[src/rtl/pbsbf_interp.sv]
// pbsbf_interp: CH-channel cubic B-spline interpolator emitting L = 2^PHASE_W points per input frame.
// Define PBSBF_SIGNED_EN for two's-complement data; the default build is unsigned.
module pbsbf_interp #(
    parameter int DIN_W     = 8,
    parameter int CH        = 2,
    parameter int PHASE_W   = 1,
    parameter int COEF_F    = 7,
    parameter int CLK_FREQ  = 100_000_000,
    parameter int TICK_RATE = 10_000
) (
    input  logic                clk,
    input  logic                n_rst,
    input  logic [CH*DIN_W-1:0] din,
    input  logic                din_valid,
    output logic                din_ready,
    output logic [CH*DIN_W-1:0] dout,
    output logic                dout_valid,
    output logic [PHASE_W-1:0]  phase,
    output logic                underrun
);
    localparam int L        = 1 << PHASE_W;
    localparam int TICK_DIV = CLK_FREQ / TICK_RATE;
    localparam int CNT_W    = $clog2(TICK_DIV);
    localparam int WGT_W    = COEF_F + 1;
    localparam int PROD_W   = DIN_W + COEF_F + 1;
    localparam int SUM_W    = DIN_W + COEF_F + 3;
    localparam int HALF     = 1 << (COEF_F - 1);

`ifdef PBSBF_SIGNED_EN
    typedef logic signed [PROD_W-1:0] prod_t;
    typedef logic signed [SUM_W-1:0]  sum_t;
`else
    typedef logic [PROD_W-1:0] prod_t;
    typedef logic [SUM_W-1:0]  sum_t;
`endif
    typedef logic [DIN_W-1:0] data_t;

    function automatic longint coef(input longint kk, input longint idx);
        longint ll, bb, dd, half, one, w0, w2, w3, res;
        ll   = longint'(L);
        bb   = ll - kk;
        dd   = 6 * ll * ll * ll;
        half = dd / 2;
        one  = longint'(1) << COEF_F;
        w0   = (bb * bb * bb * one + half) / dd;
        w3   = (kk * kk * kk * one + half) / dd;
        w2   = ((-3 * kk * kk * kk + 3 * kk * kk * ll + 3 * kk * ll * ll + ll * ll * ll) * one + half) / dd;
        case (idx)
            0:       res = w0;
            1:       res = one - w0 - w2 - w3;
            2:       res = w2;
            default: res = w3;
        endcase
        return res;
    endfunction

    function automatic prod_t mul(input data_t h, input logic [WGT_W-1:0] w);
`ifdef PBSBF_SIGNED_EN
        return prod_t'($signed(h)) * prod_t'(w);
`else
        return prod_t'(h) * prod_t'(w);
`endif
    endfunction

    // w1 absorbs the rounding residue so every phase sums to exactly 2^COEF_F (exact DC gain).
    logic [WGT_W-1:0] wtab [L][4];
    for (genvar p = 0; p < L; p++) begin : g_phase
        for (genvar i = 0; i < 4; i++) begin : g_tap
            localparam logic [WGT_W-1:0] W = WGT_W'(coef(longint'(p), longint'(i)));
            assign wtab[p][i] = W;
        end
    end

    logic [CNT_W-1:0]    tick_cnt_q, tick_cnt_d;
    logic [PHASE_W-1:0]  k_q, k_d;
    logic [CH*DIN_W-1:0] pend_q, pend_d;
    logic                pend_full_q, pend_full_d;
    data_t               hist_q [CH][4];
    data_t               hist_d [CH][4];
    prod_t               prod_q [CH][4];
    prod_t               prod_d [CH][4];
    logic                s1_valid_q, s1_valid_d;
    logic [PHASE_W-1:0]  s1_phase_q, s1_phase_d;
    logic [CH*DIN_W-1:0] dout_q, dout_d;
    logic                dout_valid_q, dout_valid_d;
    logic [PHASE_W-1:0]  phase_q, phase_d;
    logic                underrun_q, underrun_d;
    logic                tick, wrap;
    sum_t                sum_v, rnd_v;

    always_comb begin
        tick         = (tick_cnt_q == CNT_W'(TICK_DIV - 1));
        wrap         = tick && (k_q == PHASE_W'(L - 1));
        tick_cnt_d   = tick ? '0 : tick_cnt_q + CNT_W'(1);
        k_d          = tick ? k_q + PHASE_W'(1) : k_q;
        pend_d       = pend_q;
        pend_full_d  = pend_full_q;
        hist_d       = hist_q;
        underrun_d   = 1'b0;
        prod_d       = prod_q;
        s1_valid_d   = tick;
        s1_phase_d   = tick ? k_q : s1_phase_q;
        dout_d       = dout_q;
        dout_valid_d = s1_valid_q;
        phase_d      = s1_valid_q ? s1_phase_q : phase_q;
        sum_v        = '0;
        rnd_v        = '0;

        // Shift uses pend_q from before this edge, so a frame accepted on the wrap waits a full cycle of phases.
        if (wrap) begin
            underrun_d  = !pend_full_q;
            pend_full_d = 1'b0;
            for (int unsigned c = 0; c < CH; c++) begin
                hist_d[c][0] = hist_q[c][1];
                hist_d[c][1] = hist_q[c][2];
                hist_d[c][2] = hist_q[c][3];
                hist_d[c][3] = pend_full_q ? pend_q[c*DIN_W +: DIN_W] : hist_q[c][3];
            end
        end
        if (din_valid && !pend_full_q) begin
            pend_d      = din;
            pend_full_d = 1'b1;
        end

        if (tick) begin
            for (int unsigned c = 0; c < CH; c++) begin
                for (int unsigned i = 0; i < 4; i++) begin
                    prod_d[c][i] = mul(hist_q[c][i], wtab[k_q][i]);
                end
            end
        end

        if (s1_valid_q) begin
            for (int unsigned c = 0; c < CH; c++) begin
                sum_v = '0;
                for (int unsigned i = 0; i < 4; i++) begin
                    sum_v = sum_v + sum_t'(prod_q[c][i]);
                end
                rnd_v = sum_v + sum_t'(HALF);
                dout_d[c*DIN_W +: DIN_W] = DIN_W'(rnd_v >>> COEF_F);
            end
        end
    end

    always_ff @(posedge clk) begin
        if (!n_rst) begin
            tick_cnt_q   <= '0;
            k_q          <= '0;
            pend_q       <= '0;
            pend_full_q  <= 1'b0;
            s1_valid_q   <= 1'b0;
            s1_phase_q   <= '0;
            dout_q       <= '0;
            dout_valid_q <= 1'b0;
            phase_q      <= '0;
            underrun_q   <= 1'b0;
            for (int unsigned c = 0; c < CH; c++) begin
                for (int unsigned i = 0; i < 4; i++) begin
                    hist_q[c][i] <= '0;
                    prod_q[c][i] <= '0;
                end
            end
        end else begin
            tick_cnt_q   <= tick_cnt_d;
            k_q          <= k_d;
            pend_q       <= pend_d;
            pend_full_q  <= pend_full_d;
            hist_q       <= hist_d;
            prod_q       <= prod_d;
            s1_valid_q   <= s1_valid_d;
            s1_phase_q   <= s1_phase_d;
            dout_q       <= dout_d;
            dout_valid_q <= dout_valid_d;
            phase_q      <= phase_d;
            underrun_q   <= underrun_d;
        end
    end

    assign din_ready  = !pend_full_q;
    assign dout       = dout_q;
    assign dout_valid = dout_valid_q;
    assign phase      = phase_q;
    assign underrun   = underrun_q;

endmodule
[config.mk]
export PLATFORM = sky130hd
export DESIGN_NAME = pbsbf_interp
export DESIGN_NICKNAME = d
export VERILOG_FILES = /design/src/rtl/pbsbf_interp.sv
export SDC_FILE = /design/constraint.sdc
export NUM_CORES = 1
export LEC_CHECK = 0
export CELL_PAD_IN_SITES_DETAIL_PLACEMENT = 0
export CELL_PAD_IN_SITES_GLOBAL_PLACEMENT = 1
export CORE_AREA = 2 2 195 245
export DETAILED_ROUTE_END_ITERATION = 7
export DIE_AREA = 0 0 197 247
export PLACE_DENSITY_LB_ADDON = 0.12
export SLEW_MARGIN = 20
export SYNTH_ARGS = -nofsm -noshare
export SYNTH_HDL_FRONTEND = slang
export SYNTH_SLANG_ARGS = --single-unit
[constraint.sdc]
create_clock -name clk -period 14.5 [get_ports clk]
set_input_delay 2.9 -clock clk [delete_from_list [all_inputs] [get_ports clk]]
set_output_delay 2.9 -clock clk [all_outputs]
set_load 0.02 [all_outputs]
==> insert_results.sql, run 1 <==
INSERT INTO impl_metrics (metric_group, metric, value, unit) VALUES
('yosys', 'ranking_of_synthesized_cells_by_area', 'dfxtp_1 (25%), ha_1 (19%), fa_1 (18%)', ''),
('sta', 'achievable-frequency', '181.6', 'MHz'),
('clock_network', 'root_buffer', 'clkbuf_16', ''),
('yosys', 'synth-edff-count', '0', ''),
('placement', 'routabilityCongestion', '0.7731', ''),
('global_route', 'global_route.peak_usage_layer', 'met2', ''),
('yosys', 'dominantRegCellSynth', 'dfxtp_1', ''),
('yosys', 'ys_seq_elements', '227', ''),
('clock_network', 'worstSkewPairLatency', '0.56', 'ns'),
('yosys', 'netlist.top_cell.by_area', 'dfxtp_1', ''),
('sta', 'worst_clock_skew', '0.009223', 'ns'),
('clock_network', 'cts_buffer_depth', '3', ''),
('route', 'detail_route.iter0.violations', '324', ''),
('sta', 'worst_pin_slew', '1.060', 'ns'),
('yosys', 'synth_cell_types', '51', ''),
('cells_and_area', 'fin_nets', '2560', ''),
('global_route', 'grt_util_all_layers', '17.93', '%'),
('floorplan', 'design.die.area', '48660', 'um^2'),
('floorplan', 'die_width', '197', 'um'),
('setup_path', 'cp_endpoint_kind', 'register', ''),
('run_status', 'status', 'finished, final reports clean', ''),
('yosys', 'synthesis.instances', '2083', ''),
('floorplan', 'die_h', '247', 'um'),
('floorplan', 'start_util', '39.36', '%'),
('yosys', 'ys.warnings.count', '0', ''),
('route', 'route.vias.total', '13080', ''),
('route', 'drt_first_pass_iters', '4', ''),
('setup_path', 'worstSetupStartpointType', 'register', ''),
('route', 'avgRoutedWirePerCell', '15.70', 'um'),
('yosys', 'mean_syn_cell_area', '8.796', 'um^2'),
('clock_network', 'numClockSinks', '227', ''),
('setup_path', 'criticalPathCategory', 'register to register', ''),
('min_path', 'hp-class', 'register to register', ''),
('clock_network', 'post_cts.resized_instances', '0', ''),
('sta', 'timing.setup.tns', '0', 'ns'),
('global_route', 'met2_track_demand_over_resource_in_global_routing', '30.07', '%'),
('yosys', 'synth_area', '18320', 'um^2'),
('clock_network', 'clock_transition_at_the_registers_of_the_reported_paths', '0.06', 'ns'),
('yosys', 'post-synth-top-area-fraction', '24.80', '%'),
('sta', 'max_transition_margin', '29.30', '%'),
('clock_network', 'tritoncts', 'built', ''),
('clock_network', 'cts_buffers', '28', ''),
('sta', 'fin_worst_hold_slack', '0.4497', 'ns'),
('yosys', 'synth_sequential_area_ratio', '24.80', '%'),
('placement', 'place.detailed.hpwl', '32940', 'um'),
('cells_and_area', 'layout_commonest_cell', 'inv_1', ''),
('route', 'detail-route-antenna-nets', '0', ''),
('sta', 'finalCriticalPeriod', '5.508', 'ns'),
('floorplan', 'floorplan.io_pins', '39', ''),
('global_route', 'use_met1', '24.98', '%'),
('yosys', 'asyncSetResetFlopFracSynth', '0', '%'),
('cells_and_area', 'post_route_cells_drive_above_1_share', '3.303', '%'),
('global_route', 'number_of_antenna_violations_at_the_first_check_in_global_routing', '0', ''),
('sta', 'final-setup-viol-count', '0', ''),
('setup_path', 'path_max_fanout', '56', ''),
('route', 'drt-total-wl', '42550', 'um'),
('placement', 'io_buffer_count', '38', ''),
('global_route', 'grt_pass1_wl', '69230', 'um'),
('pwr', 'powerDensity', '69.61', 'nW/um^2'),
('floorplan', 'placementRows', '89', ''),
('global_route', 'grtUsageMet3', '1.991', '%'),
('clock_network', 'post_cts_setup_bufs', '0', ''),
('sta', 'grt_setup_unrepaired', 'false', ''),
('global_route', 'grt_pass1_vias', '13190', ''),
('pwr', 'static-leakage-power', '9.992', 'nW'),
('route', 'drt_via_density', '4.828', ''),
('cells_and_area', 'fillCellCount', '4689', ''),
('setup_path', 'cp_data_arrival_time', '5.90', 'ns'),
('sta', 'timing.final.max_slew_violations', '0', ''),
('job', 'max_cap_viols', '0', ''),
('sta', 'min_period_over_period', '37.98', '%'),
('cells_and_area', 'most-common-layout-cells', 'inv_1 (364), nand2_1 (287), ha_1 (283)', ''),
('global_route', 'grt_start_max_net_pins', '89', ''),
('global_route', 'overflow', '0', ''),
('pwr', 'vdd.ir_drop.worst', '0.08364', 'mV'),
('clock_network', 'cts.hold.buffers_added', '0', ''),
('floorplan', 'core', '46550', 'um^2'),
('sta', 'timing_hold_violations_final', '0', ''),
('cells_and_area', 'diodes', '0', ''),
('route', 'route.detailed.drc', '0', ''),
('clock_network', 'cts.htree.levels', '1', ''),
('cells_and_area', 'syn_to_final_growth', '10.60', '%'),
('setup_path', 'required', '14.90', 'ns');
where the power goes:
group	switching [mW]	internal (mW)
sequential	0.00198	0.627
clock	0.303	0.442
combinational	0.0239	0.0123
worst max-delay path, cell delays in order (launching register included):
cell and delay (ns):
dfxtp_4 0.72, buf_4 0.51, nand2_1 0.17, fa_1 0.51, inv_1 0.04, ha_1 0.27
inv_1 0.05, fa_1 0.50, fa_1 0.54, inv_1 0.04, ha_1 0.34, a21oi_1 0.26
o21bai_1 0.12, a2111oi_0 0.63, o311ai_0 0.28, xor2_1 0.18, nand2_1 0.08, a21oi_1 0.07
worst paths after layout:
check / endpoint / slack, ns / cells after the start / start
max: prod_q[45]$_SDFFE_PN0P_ / 8.99 / 17 / k_q$_SDFFE_PN0P_
min: hist_q[6]$_SDFFE_PN0P_ / 0.45 / 2 / hist_q[6]$_SDFFE_PN0P_
max reg2reg: prod_q[45]$_SDFFE_PN0P_ / 8.99 / 17 / k_q$_SDFFE_PN0P_
min reg2reg: hist_q[6]$_SDFFE_PN0P_ / 0.45 / 2 / hist_q[6]$_SDFFE_PN0P_
state kept, by name, indices dropped and copies added (netlist names):
name          count
prod_q          110
pend_q           16
dout_valid_d      1
hist_q           64
s1_phase_q        1
dout             16
pend_full_q       1
phase             1
k_q               1
tick_cnt_q       14
dout_valid        1
underrun          1
synth_stat cells, drive strengths merged (4+ instances only):
| cell type | instances |
|---|---|
| o21ai | 60 |
| nor2b | 25 |
| and3 | 6 |
| dfxtp | 227 |
| buf | 18 |
| a21oi | 161 |
| nand4 | 4 |
| inv | 365 |
| a211oi | 22 |
| nand4b | 5 |
| nand2 | 287 |
| or3 | 7 |
| clkbuf | 57 |
| nor2 | 97 |
| o21bai | 6 |
| a21o | 22 |
| a2111oi | 5 |
| fa | 161 |
| a22o | 36 |
| xnor2 | 66 |
| xor2 | 24 |
| nor3 | 7 |
| mux2i | 9 |
| and2 | 44 |
| ha | 283 |
| a21boi | 4 |
| nand3 | 14 |
| nand2b | 15 |
| o21a | 12 |
metrics by stage:
stage | instance area, um^2 | utilization (%) | setup WS, ns | cells | power, mW
after floorplan | 18370 | - | 9.626 | 2095 | 0.6652
after global placement | 19280 | 41.41 | 8.996 | 2658 | 0.6794
after detailed placement | 19280 | 41.41 | 8.913 | 2658 | 0.6796
after CTS | 20260 | 43.53 | 8.904 | 2710 | 1.437
after global routing | 20260 | 43.53 | 8.562 | 2710 | 1.468
final | 20260 | 43.53 | 8.992 | 2710 | 1.411
kinds of logic (layout without fill, tap and decap cells):
| kind of cell | Yosys count | after routing | share of synthesized area, % |
|---|---|---|---|
| and+or+nand+nor | 521 | 521 | 12.65 |
| adders and majority gates | 444 | 444 | 36.92 |
| buffers and inverters | 440 | 464 | 9.110 |
| AOI/OAI and AO/OA | 350 | 350 | 11.68 |
| DFF | 227 | 227 | 24.80 |
| xor gates and xnor gates | 90 | 90 | 4.302 |
| muxes | 9 | 9 | 0.4917 |
| other | 2 | 14 | 0.04099 |
metal layers:
metal | vias to the layer above | share of wire [%]
li1 | 6702 | -
met1 | 6225 | 49
met2 | 117 | 46
met3 | 40 | 3.0
met4 | 0 | 1.5
met5 | - | 0
cell type report:
class / count / area [um^2] / area share [%]
Clock inverter: 18 / 201.4 / 0.9941
Multi-Input combinational cell: 1428 / 12170 / 60.05
Timing Repair Buffer: 47 / 447.9 / 2.211
Inverter: 365 / 1373 / 6.774
Clock buffer: 34 / 785.8 / 3.878
Tap cell: 591 / 739.5 / 3.649
Sequential cell: 227 / 4548 / 22.45
(Power assumes the default switching activity.)
==> run 2, diff against run 1 <==
clock period = 5.3 ns   (was 14.5 ns; I/O delays follow)
==> run 2 against run 1 <==
Setup slack worse by 8.5 ns; global-route usage rose by 0.17 points; worst hold slack improved by 0.0015 ns; die area did not move; critical path depth decreased by 3; wire length barely moved; non-clock buffer count rose by 6; core utilization up 0.10 points; clock skew up 0.0081 ns.
==> insert_results.sql, run 2 (same netlist as run 1, synthesis figures left out) <==
INSERT INTO impl_metrics (metric_group, metric, value, unit) VALUES
('clock_network', 'cts_buffer_depth', '3', ''),
('clock_network', 'clock_transition_at_the_registers_of_the_reported_paths', '0.06', 'ns'),
('route', 'route.vias.total', '13160', ''),
('cells_and_area', 'finish.cell_count_without_fillers', '2713', ''),
('route', 'avgRoutedWirePerCell', '15.69', 'um'),
('setup_path', 'rrSetupSlack', '0.47', 'ns'),
('cells_and_area', 'syn_to_final_growth', '10.85', '%'),
('setup_path', 'r2r_end', 'prod_q[45]$_SDFFE_PN0P_', ''),
('global_route', 'grt_pass1_vias', '13450', ''),
('floorplan', 'start_util', '39.36', '%'),
('pwr', 'power.internal', '2.979', 'mW'),
('global_route', 'grt_util_all_layers', '18.10', '%'),
('setup_path', 'path_max_fanout', '46', ''),
('run_status', 'status', 'finished, final reports clean', ''),
('cells_and_area', 'fin_nets', '2566', ''),
('pwr', 'p_clk_share', '52.7', '%'),
('placement', 'place_inst', '2664', ''),
('sta', 'timing.final.max_slew_violations', '0', ''),
('pwr', 'powerDensity', '189.6', 'nW/um^2'),
('cells_and_area', 'post_route_cells_drive_above_1_share', '3.487', '%'),
('clock_network', 'cts_buffers', '28', ''),
('placement', 'place.detailed.hpwl', '33840', 'um'),
('floorplan', 'die_h', '247', 'um'),
('global_route', 'number_of_antenna_violations_at_the_first_check_in_global_routing', '0', ''),
('cells_and_area', 'layout_commonest_cell', 'inv_1', ''),
('sta', 'min_period_over_period', '91.15', '%'),
('floorplan', 'floorplan.io_pins', '39', ''),
('clock_network', 'cts.hold.buffers_added', '0', ''),
('clock_network', 'worstSkewPairLatency', '0.57', 'ns'),
('clock_network', 'cts.htree.levels', '1', ''),
('cells_and_area', 'fillCellCount', '4716', ''),
('route', 'route.detailed.drc', '0', ''),
('min_path', 'hold_path_end', 'hist_q[38]$_SDFFE_PN0P_', ''),
('sta', 'worst_pin_slew', '0.9625', 'ns'),
('min_path', 'holdCritStartpoint', 'hist_q[38]$_SDFFE_PN0P_', ''),
('floorplan', 'die_width', '197', 'um'),
('clock_network', 'post_cts.resized_instances', '0', ''),
('pwr', 'vdd.ir_drop.worst', '0.2249', 'mV'),
('route', 'detail-route-antenna-nets', '0', ''),
('setup_path', 'worst_r2r_path_depth', '14', ''),
('sta', 'timing.setup.tns', '0', 'ns'),
('sta', 'timing_hold_violations_final', '0', ''),
('pwr', 'power_frac_seq', '44.7', '%'),
('sta', 'finalCriticalPeriod', '4.831', 'ns'),
('clock_network', 'tritoncts', 'built', ''),
('min_path', 'hp-class', 'register to register', ''),
('pwr', 'switching_power', '0.8721', 'mW'),
('cells_and_area', 'diodes', '0', ''),
('setup_path', 'cp_endpoint_kind', 'register', ''),
('setup_path', 'criticalPathCategory', 'register to register', ''),
('setup_path', 'worstSetupStartpointType', 'register', ''),
('sta', 'achievable-frequency', '207.0', 'MHz'),
('sta', 'final-setup-viol-count', '0', ''),
('placement', 'io_buffer_count', '38', ''),
('route', 'drt-total-wl', '42570', 'um'),
('setup_path', 'reg2reg_from', 'k_q$_SDFFE_PN0P_', ''),
('sta', 'worst_clock_skew', '0.01729', 'ns'),
('setup_path', 'cp_data_arrival_time', '5.24', 'ns'),
('cells_and_area', 'area_occupied_by_multi_input_gates', '12180', 'um^2'),
('clock_network', 'post_cts_setup_bufs', '0', ''),
('global_route', 'grt_pass1_wl', '70190', 'um'),
('cells_and_area', 'layout.area.seq', '4548', 'um^2'),
('sta', 'grt_setup_unrepaired', 'false', ''),
('route', 'detail_route.iter0.violations', '374', ''),
('job', 'max_cap_viols', '0', ''),
('setup_path', 'required', '5.71', 'ns'),
('floorplan', 'placementRows', '89', ''),
('placement', 'pre_cts_ws', '0.2789', 'ns'),
('sta', 'max_transition_margin', '35.74', '%'),
('clock_network', 'root_buffer', 'clkbuf_16', ''),
('route', 'drt_first_pass_iters', '4', ''),
('floorplan', 'core', '46550', 'um^2'),
('pwr', 'power_switching_share', '22.64', '%'),
('placement', 'routabilityCongestion', '0.8252', ''),
('cells_and_area', 'most-common-layout-cells', 'inv_1 (364), nand2_1 (287), ha_1 (283)', ''),
('cells_and_area', 'largest_registers', 'prod_q x110, hist_q x64', ''),
('clock_network', 'numClockSinks', '227', ''),
('pwr', 'static-leakage-power', '10.03', 'nW'),
('route', 'drt_via_density', '4.852', ''),
('global_route', 'grt_start_max_net_pins', '62', ''),
('cells_and_area', 'regMostFlops', 'prod_q', ''),
('sta', 'timing.final.ws_setup', '0.4693', 'ns'),
('cells_and_area', 'flip_flop_count_of_the_largest_register_all_copies_and_words_added', '110', ''),
('pwr', 'pwr-share-comb', '2.6', '%'),
('global_route', 'overflow', '0', ''),
('floorplan', 'design.die.area', '48660', 'um^2'),
('min_path', 'hold_path_depth', '2', '');
==> run 2: cell types whose count changed in the layout (fill, tap and decap cells not counted), sizes merged <==
cell	delta
bufinv	+1
inv	-2
clkinv	+2
clkinvlp	-4
buf	+6
==> run 2: worst max-delay path by stage <==
| stage | start | slack [ns] | to | depth (start not counted) |
|---|---|---|---|---|
| 2_1_floorplan | k_q$_SDFFE_PN0P_ | 0.43 | prod_q[110]$_SDFFE_PN0P_ | 17 |
| 3_3_place_gp | k_q$_SDFFE_PN0P_ | 0.34 | prod_q[110]$_SDFFE_PN0P_ | 15 |
| 3_5_place_dp | k_q$_SDFFE_PN0P_ | 0.28 | prod_q[110]$_SDFFE_PN0P_ | 15 |
| 4_1_cts | k_q$_SDFFE_PN0P_ | 0.29 | prod_q[110]$_SDFFE_PN0P_ | 15 |
| 5_1_grt | k_q$_SDFFE_PN0P_ | 0.08 | prod_q[46]$_SDFFE_PN0P_ | 15 |
| 6_report | k_q$_SDFFE_PN0P_ | 0.47 | prod_q[45]$_SDFFE_PN0P_ | 14 |
==> run 2: power groups by stage <==
stage / Clock [mW] / Sequential [mW] / Combinational [mW]
2_1_floorplan: 0 / 1.76 / 0.0625
3_3_place_gp: 0 / 1.76 / 0.103
3_5_place_dp: 0 / 1.76 / 0.103
4_1_cts: 2.10 / 1.72 / 0.103
5_1_grt: 2.16 / 1.72 / 0.115
6_report: 2.03 / 1.72 / 0.101
==> run 2: worst max-delay path: stages (launching register included) <==
cell	delay, ns
dfxtp_4	0.63
nand2_1	0.17
fa_1	0.43
fa_1	0.53
fa_1	0.45
fa_1	0.54
inv_1	0.04
ha_1	0.34
a21oi_1	0.22
o21bai_1	0.11
a2111oi_0	0.56
o311ai_0	0.28
xor2_1	0.19
nand2_1	0.09
a21oi_1	0.07
==> run 2: final cells by class <==
class / instances / area share (%)
multi-input cells: 1428 / 59.95
flip-flops and latches: 227 / 22.39
inverters: 365 / 6.758
clock buffers: 34 / 3.813
well taps: 591 / 3.641
repair buffers: 53 / 2.489
clock inverters: 15 / 0.9549
==> run 2: per-layer routing <==
metal / track usage (%) / vias up / wire [um]
met5: 0 / - / 0
met4: 4.511 / 0 / 926
met3: 1.664 / 55 / 1056
met2: 30.51 / 130 / 19780
met1: 24.98 / 6253 / 20800
li1: - / 6725 / -
==> run 2: metrics by stage <==
| step | power (mW) | hold WS [ns] | util (%) | area [um^2] |
|---|---|---|---|---|
| after detailed placement | 1.861 | 0.4390 | 41.55 | 19340 |
| final | 3.852 | 0.4512 | 43.63 | 20310 |
| after CTS | 3.921 | 0.4530 | 43.63 | 20310 |
| after global placement | 1.861 | 0.4279 | 41.55 | 19340 |
| after global routing | 3.994 | 0.4665 | 43.63 | 20310 |
| after floorplan | 1.820 | 0.4176 | - | 18370 |
